<file path="src/rtl/fb_rect_writer.sv">
// Rectangle fill engine: clips a command to the framebuffer and streams one pixel write per clock.
// Define FB_RECT_OUTLINE_EN to add the i_outline port (hollow rectangles, same iteration timing).
module fb_rect_writer #(
    parameter int H_RES   = 320,
    parameter int V_RES   = 240,
    parameter int X_W     = 9,
    parameter int Y_W     = 8,
    parameter int ADDR_W  = 17,
    parameter int COLOR_W = 3
) (
    input  logic               i_clk,
    input  logic               i_reset,
    input  logic               i_cmd_valid,
    output logic               o_cmd_ready,
    input  logic [X_W-1:0]     i_x0,
    input  logic [Y_W-1:0]     i_y0,
    input  logic [X_W-1:0]     i_w,
    input  logic [Y_W-1:0]     i_h,
    input  logic [COLOR_W-1:0] i_color,
    input  logic               i_abort,
`ifdef FB_RECT_OUTLINE_EN
    input  logic               i_outline,
`endif
    output logic [ADDR_W-1:0]  o_addr,
    output logic [COLOR_W-1:0] o_data,
    output logic               o_we,
    output logic               o_busy,
    output logic               o_done
);

    localparam logic [1:0] ST_IDLE = 2'd0;
    localparam logic [1:0] ST_CLIP = 2'd1;
    localparam logic [1:0] ST_FILL = 2'd2;
    localparam logic [1:0] ST_DONE = 2'd3;

    localparam logic [X_W:0]      H_LIM  = (X_W+1)'(H_RES);
    localparam logic [Y_W:0]      V_LIM  = (Y_W+1)'(V_RES);
    localparam logic [ADDR_W-1:0] H_STEP = ADDR_W'(H_RES);

    logic [1:0]         state_reg;
    logic [X_W-1:0]     x0_reg, w_reg, xe_reg, col_reg;
    logic [Y_W-1:0]     y0_reg, h_reg, ye_reg, row_reg;
    logic [COLOR_W-1:0] color_reg;
    logic [ADDR_W-1:0]  base_reg;

    logic [X_W:0]       sum_x;
    logic [Y_W:0]       sum_y;
    logic [X_W-1:0]     xe_next;
    logic [Y_W-1:0]     ye_next;
    logic               clip_empty;
    logic [ADDR_W-1:0]  base_next;
    logic [ADDR_W-1:0]  base_terms [ADDR_W];
    logic               last_col, last_row, pixel_on;

    // Sums are one bit wider than the fields so large x0+w / y0+h cannot wrap.
    assign sum_x = {1'b0, x0_reg} + {1'b0, w_reg};
    assign sum_y = {1'b0, y0_reg} + {1'b0, h_reg};
    assign xe_next = (sum_x > H_LIM) ? X_W'(H_RES - 1) : X_W'(sum_x - 1'b1);
    assign ye_next = (sum_y > V_LIM) ? Y_W'(V_RES - 1) : Y_W'(sum_y - 1'b1);
    assign clip_empty = (w_reg == '0) || (h_reg == '0) ||
                        ({1'b0, x0_reg} >= H_LIM) || ({1'b0, y0_reg} >= V_LIM);

    // Row base y0*H_RES as a sum of shifted copies of y0, one per set bit of H_RES.
    genvar gi;
    generate
        for (gi = 0; gi < ADDR_W; gi++) begin : g_row_mul
            if (H_STEP[gi]) begin : g_term
                assign base_terms[gi] = ADDR_W'(y0_reg) << gi;
            end else begin : g_zero
                assign base_terms[gi] = '0;
            end
        end
    endgenerate

    always_comb begin
        base_next = '0;
        for (int i = 0; i < ADDR_W; i++) begin
            base_next = base_next + base_terms[i];
        end
    end

    assign last_col = (col_reg == xe_reg);
    assign last_row = (row_reg == ye_reg);

`ifdef FB_RECT_OUTLINE_EN
    logic outline_reg;
    assign pixel_on = ~outline_reg | (row_reg == y0_reg) | last_row |
                      (col_reg == x0_reg) | last_col;
`else
    assign pixel_on = 1'b1;
`endif

    always_ff @(posedge i_clk or posedge i_reset) begin
        if (i_reset) begin
            state_reg <= ST_IDLE;
            x0_reg    <= '0;
            y0_reg    <= '0;
            w_reg     <= '0;
            h_reg     <= '0;
            xe_reg    <= '0;
            ye_reg    <= '0;
            col_reg   <= '0;
            row_reg   <= '0;
            color_reg <= '0;
            base_reg  <= '0;
`ifdef FB_RECT_OUTLINE_EN
            outline_reg <= 1'b0;
`endif
        end else begin
            case (state_reg)
                ST_IDLE: begin
                    if (i_cmd_valid) begin
                        x0_reg    <= i_x0;
                        y0_reg    <= i_y0;
                        w_reg     <= i_w;
                        h_reg     <= i_h;
                        color_reg <= i_color;
`ifdef FB_RECT_OUTLINE_EN
                        outline_reg <= i_outline;
`endif
                        state_reg <= ST_CLIP;
                    end
                end
                ST_CLIP: begin
                    xe_reg    <= xe_next;
                    ye_reg    <= ye_next;
                    base_reg  <= base_next;
                    col_reg   <= x0_reg;
                    row_reg   <= y0_reg;
                    state_reg <= clip_empty ? ST_DONE : ST_FILL;
                end
                ST_FILL: begin
                    if (i_abort) begin
                        state_reg <= ST_DONE;
                    end else if (last_col) begin
                        col_reg  <= x0_reg;
                        row_reg  <= row_reg + 1'b1;
                        base_reg <= base_reg + H_STEP;
                        if (last_row) begin
                            state_reg <= ST_DONE;
                        end
                    end else begin
                        col_reg <= col_reg + 1'b1;
                    end
                end
                ST_DONE: begin
                    state_reg <= ST_IDLE;
                end
                default: begin
                    state_reg <= ST_IDLE;
                end
            endcase
        end
    end

    // Outputs decode straight from state so an asynchronous reset clears them at once.
    assign o_busy      = (state_reg != ST_IDLE);
    assign o_cmd_ready = ~o_busy;
    assign o_done      = (state_reg == ST_DONE);
    assign o_we        = (state_reg == ST_FILL) && pixel_on;
    assign o_addr      = (state_reg == ST_FILL) ? (base_reg + ADDR_W'(col_reg)) : '0;
    assign o_data      = (state_reg == ST_FILL) ? color_reg : '0;

endmodule

</file>
<file path="config.mk">
export PLATFORM = sky130hd
export DESIGN_NAME = fb_rect_writer
export DESIGN_NICKNAME = d
export VERILOG_FILES = /design/src/rtl/fb_rect_writer.sv
export SDC_FILE = /design/constraint.sdc
export NUM_CORES = 1
export LEC_CHECK = 0
export ABC_AREA = 0
export ABC_CLOCK_PERIOD_IN_PS = 6310
export BUFFER_PORTS_ARGS = -buffer_cell sky130_fd_sc_hd__buf_2
export CAP_MARGIN = 40
export CORE_AREA = 2 2 106 108
export CTS_CLUSTER_DIAMETER = 120
export DETAILED_ROUTE_END_ITERATION = 8
export DIE_AREA = 0 0 108 110
export MAX_ROUTING_LAYER = met4
export PLACE_DENSITY = 0.83
export SLEW_MARGIN = 20
export SYNTH_ARGS = -nofsm -noshare
export SYNTH_HDL_FRONTEND = slang
export SYNTH_SLANG_ARGS = --single-unit
</file>
<file path="constraint.sdc">
create_clock -name i_clk -period 6.31 [get_ports i_clk]
set_input_delay 0.9465 -clock i_clk [delete_from_list [all_inputs] [get_ports i_clk]]
set_output_delay 0.9465 -clock i_clk [all_outputs]
set_load 0.01 [all_outputs]
</file>
==> results of run 1 <==
[cell families (layout without fill, tap and decap cells)]
logic type               Yosys count  in the layout  share of synthesized area
AND/OR/NAND/NOR                  188            188                      0.168
buffers and inverters             50            107                     0.0380
adder cells (fa/ha/maj)           39             39                     0.0880
multiplexers                      41             41                     0.0792
XOR/XNOR                          52             52                     0.0785
AO/OA/AOI/OAI                    163            163                      0.185
flip-flops                        84             84                      0.362
other                              1              1                   0.000646
[path summary, 6_finish.rpt]
kind | start | endpoint | slack (ns) | depth (start not counted)
worst max-delay path | col_reg[7] | o_addr[14] | 2.86 | 9
worst min-delay path | color_reg[2] | color_reg[2] | 0.51 | 1
worst max register to register | state_reg[0] | base_reg[9] | 2.92 | 10
worst min register to register | color_reg[2] | color_reg[2] | 0.51 | 1
max in group asynchronous | i_reset | ye_reg[4] | 4.97 | 4
min in group asynchronous | i_reset | x0_reg[2] | 0.71 | 3
[through the flow]
stage | setup WS (ns) | std cells
after detailed placement | 2.97 | 799
final | 2.86 | 815
after CTS | 2.84 | 815
after floorplan | 3.20 | 618
after global routing | 2.62 | 815
after global placement | 3.17 | 798
[metal layers]
metal | track usage | up-vias | part of all wire
li1 | - | 2352 | -
met1 | 0.334 | 2352 | 0.47
met2 | 0.392 | 170 | 0.46
met3 | 0.0347 | 18 | 0.063
met4 | 0.0632 | 0 | 0.013
met5 | - | - | 0
[placed cells by master (no fill, tap or decap), drive strengths merged, types with 5 or more instances in the layout]
master,n
dfrtp,84
buf,68
nor2,51
a21oi,50
mux2,39
o21ai,36
ha,36
nand2,34
xor2,30
nand3,23
inv,22
xnor2,22
nor3,16
o22ai,12
nand4,12
a21o,11
clkbuf,11
nor2b,9
and2,8
nor4,8
and3,7
a31oi,6
o21a,6
or3,5
o211ai,5
a211oi,5
[layout make-up]
cell class                      instances  area [um^2]  share of cell area
Clock buffer                           11          131              0.0206
Clock inverter                          5         52.6             0.00822
Inverter                               23         87.6              0.0137
Multi-Input combinational cell        484         3480               0.544
Sequential cell                        84         2100               0.329
Tap cell                              140          175              0.0274
Timing Repair Buffer                   68          363              0.0568
==> run metrics, run 1 <==
syn avg cell area 9.39 um^2; RSZ-0062 raised after global routing false; Worst EP arrival 2.50 ns; Core Util, Final 0.597; Slowest-stage cell, CP dfrtp_1; Max-slew headroom 0.525; number of DRC markers in iteration 0 297; Synth Instances 618; cell with the most instances after synthesis dfrtp_1; Syn Nets 698; post-CTS setup buffers 0; run status complete, no violations; WL per Instance 16.4 um; Fin Setup TNS 0 ns; crit-path max cell delay 0.45 ns; CTS Buf Count 9; critical-path cell list ha_1 > a21o_1 > a21oi_1 > o21a_1 > nor2_1 > nand3_1 > xor2_1 > nor2_1 > buf_2; PortBufs 64; vias per cell 6.00; critical path endpoint category output port; min Tclk post-route 3.45 ns; post-route ant nets 0; CTS Root Buffer Type clkbuf_8; Finished Cell Area 6390 um^2; DIE AREA 11900 um^2; Worst Path Required 5.36 ns; Unique masters post-synth 64; Hold-fix buffers, CTS 0; nets 750; clock buffer depth 2; top-level I/O count 65; Sink Count 84; Starting Density 0.542; Largest register FFs 11; sequential-to-total area share from yosys stat 0.362; top post-synthesis cells by area dfrtp_1 36%, ha_1 7.8%, mux2_2 7.6%; core area 10700 um^2; number of enable flip-flop cells after synthesis 0; final setup vio count 0; Fmax 290 MHz; synth warn 0; initial antenna violation count 0; global-route wire length before repair 22500 um; Setup Skew 0.00806 ns; Antenna diodes 0; # fillers 925; H-tree depth 3; crit path max fanout 6; leading area contributor after synthesis dfrtp_1; routability cong. 0.883; Synth top cells by count 84 x dfrtp_1, 49 x nor2_1, 48 x a21oi_1; register clock-pin slew on the reported worst setup and hold paths 0.08 ns; Clock Latency Late Sink 0.36 ns; CP dominant cell by count nor2_1; critical path type reg2out; Post-Place Cell Area 6210 um^2; final WL 13300 um; Max-Cap Viols 0; Async SR Flop Fraction 1.00; Slew @ Worst Pin 0.710 ns; cell area after synthesis 5800 um^2; share of cells above drive strength 1 0.212; CTS tree built; Final Hold Vio Count 0; Core Rows 38; Die Y 110 um; post-CTS resize count 0; Pins Over Slew Limit 0; vias 4892; final period utilization 0.546; area delta synth->final 10.2%; total track usage 0.246; Setup crit start kind register; CP bufs+invs 1; Congestion Overflow GR 0; Primary FF master, synth dfrtp_1; worst hold slack 0.507 ns; top-area cell type share of the netlist area 0.362; Seq cells post-synth 84; vias in the first global route 4719; # DRC 0; first-pass iteration count of the detailed router 5; die width 108 um; cell family with most CP delay compound AO/OA/AOI/OAI gates; worst min path class reg2reg; largest net degree at the start of global routing 44; post-DP HPWL 10100 um
Power of run 1 is not shown: default switching activity piles up to over one toggle a cycle in this logic, so the estimate is an artifact.
==> run 2: changes to the inputs <==
Settings changed: ABC_CLOCK_PERIOD_IN_PS 6310 to 3540.
Clock period 6.31 ns to 3.54 ns, I/O delays scaled along.
==> run metrics, run 2 (same netlist as run 1, synthesis figures left out) <==
final period utilization 0.850; Clock Latency Late Sink 0.36 ns (about the same); initial antenna violation count 0 (unchanged); critical path type reg2out; wl on met1 6470 um (+3.8%); Final Hold Vio Count 0 (unchanged); met2 WL post-DR 6310 um (+3.6%); global-route wire length before repair 23000 um (+2.4%); area delta synth->final 11.0%; Worst EP arrival 2.48 ns (-0.02 ns); CTS tree built; register clock-pin slew on the reported worst setup and hold paths 0.08 ns (about the same); post-DP HPWL 10500 um (+3.9%); largest net degree at the start of global routing 46 (+4.5%); Setup crit start kind register; CTS Root Buffer Type clkbuf_8; Congestion Overflow GR 0 (unchanged); Pins Over Slew Limit 0 (unchanged); nets 757 (+0.93%); Finished Cell Area 6440 um^2 (+0.80%); Worst Path Required 3.01 ns (-2.35 ns); worst hold slack 0.0129 ns (-0.494 ns); PortBufs 64 (unchanged); top-level I/O count 65 (unchanged); Slew @ Worst Pin 0.639 ns (-0.0715 ns); min Tclk post-route 3.01 ns; Largest register FFs 11 (unchanged); worst setup margin 0.531 ns (-2.33 ns); Max-slew headroom 0.573 (+0.0478); DIE AREA 11900 um^2 (unchanged); # DRC 0 (unchanged); share of cells above drive strength 1 0.217 (+0.00516); number of DRC markers in iteration 0 265 (-11%); vias 4869 (-0.47%); Antenna diodes 0 (unchanged); vias in the first global route 4784 (+1.4%); met3 wire length 751 um (-11%); commonest non-fill, non-tap cell in the layout dfrtp_1; vias per cell 5.92 (-1.3%); worst min path class in2async; CTS Buf Count 9 (unchanged); Starting Density 0.542 (unchanged); Hold-fix buffers, CTS 0 (unchanged); final WL 13700 um (+2.7%); Setup Skew 0.00986 ns (+0.00180 ns); Fin Setup TNS 0 ns (unchanged); post-CTS resize count 0 (unchanged); max layer used met4; RSZ-0062 raised after global routing false; routability cong. 0.879 (-0.41%); H-tree depth 3 (unchanged); critical path endpoint category output port; Sink Count 84 (unchanged); reg-to-reg slack, setup 0.84 ns (-2.08 ns); Die Y 110 um (unchanged); Fmax 332 MHz; storage element area 2100 um^2 (unchanged); post-CTS setup buffers 0 (unchanged); # fillers 946 (+2.3%); Post-Place Cell Area 6240 um^2 (+0.60%); pre-CTS setup slack 0.888 ns (-2.08 ns); run status complete, no violations; post-route ant nets 0 (unchanged); die width 108 um (unchanged); clock buffer depth 2 (unchanged); Max-Cap Viols 0 (unchanged); most frequent cells in the layout 84 x dfrtp_1, 64 x buf_2, 49 x nor2_1, 48 x a21oi_1, 39 x mux2_2; area of the multi-input gates 3480 um^2 (unchanged); crit path max fanout 6 (unchanged); first-pass iteration count of the detailed router 5 (unchanged); WL per Instance 16.7 um (+1.8%); final setup vio count 0 (unchanged); core area 10700 um^2 (unchanged); total track usage 0.253 (+0.00734); Core Rows 38 (unchanged)
[run 2: metrics by stage]
stage                     cells   util
after floorplan             618      -
after global placement      804  0.584
after detailed placement    804  0.584
after CTS                   820  0.599
after global routing        822  0.602
final                       822  0.602
[run 2: worst max-delay path, stage by stage, from the launching register on]
cell     delay, ns
dfrtp_1       0.46
ha_1          0.38
a21o_1        0.18
a21oi_1       0.37
o21a_1        0.22
nor2_1        0.08
nand3_1       0.10
xor2_1        0.14
nor2_1        0.05
buf_2         0.14
[run 2: layout make-up]
cell class | instances | share of cell area
clock buffer | 14 | 0.0237
clock inverter | 2 | 0.00155
inverter | 23 | 0.0136
multi-input combinational | 484 | 0.540
sequential | 84 | 0.326
tap | 140 | 0.0272
timing repair buffer | 75 | 0.0676
[run 2: layer usage]
| layer | track usage | up-vias |
|---|---|---|
| met5 | - | - |
| met4 | 0.0714 | 0 |
| met3 | 0.0364 | 14 |
| met2 | 0.402 | 154 |
| met1 | 0.342 | 2342 |
| li1 | - | 2359 |
[run 2: path summary, 6_finish.rpt]
kind / start / cells after the start / endpoint
max reg2reg: state_reg[0] / 9 / base_reg[9]
min: i_reset / 2 / w_reg[5]
min reg2reg: color_reg[2] / 1 / color_reg[2]
min in group i_clk: i_color[2] / 2 / color_reg[2]
max: col_reg[7] / 9 / o_addr[14]
max in group asynchronous: i_reset / 4 / base_reg[6]
Power of run 2 is left out for the same reason.
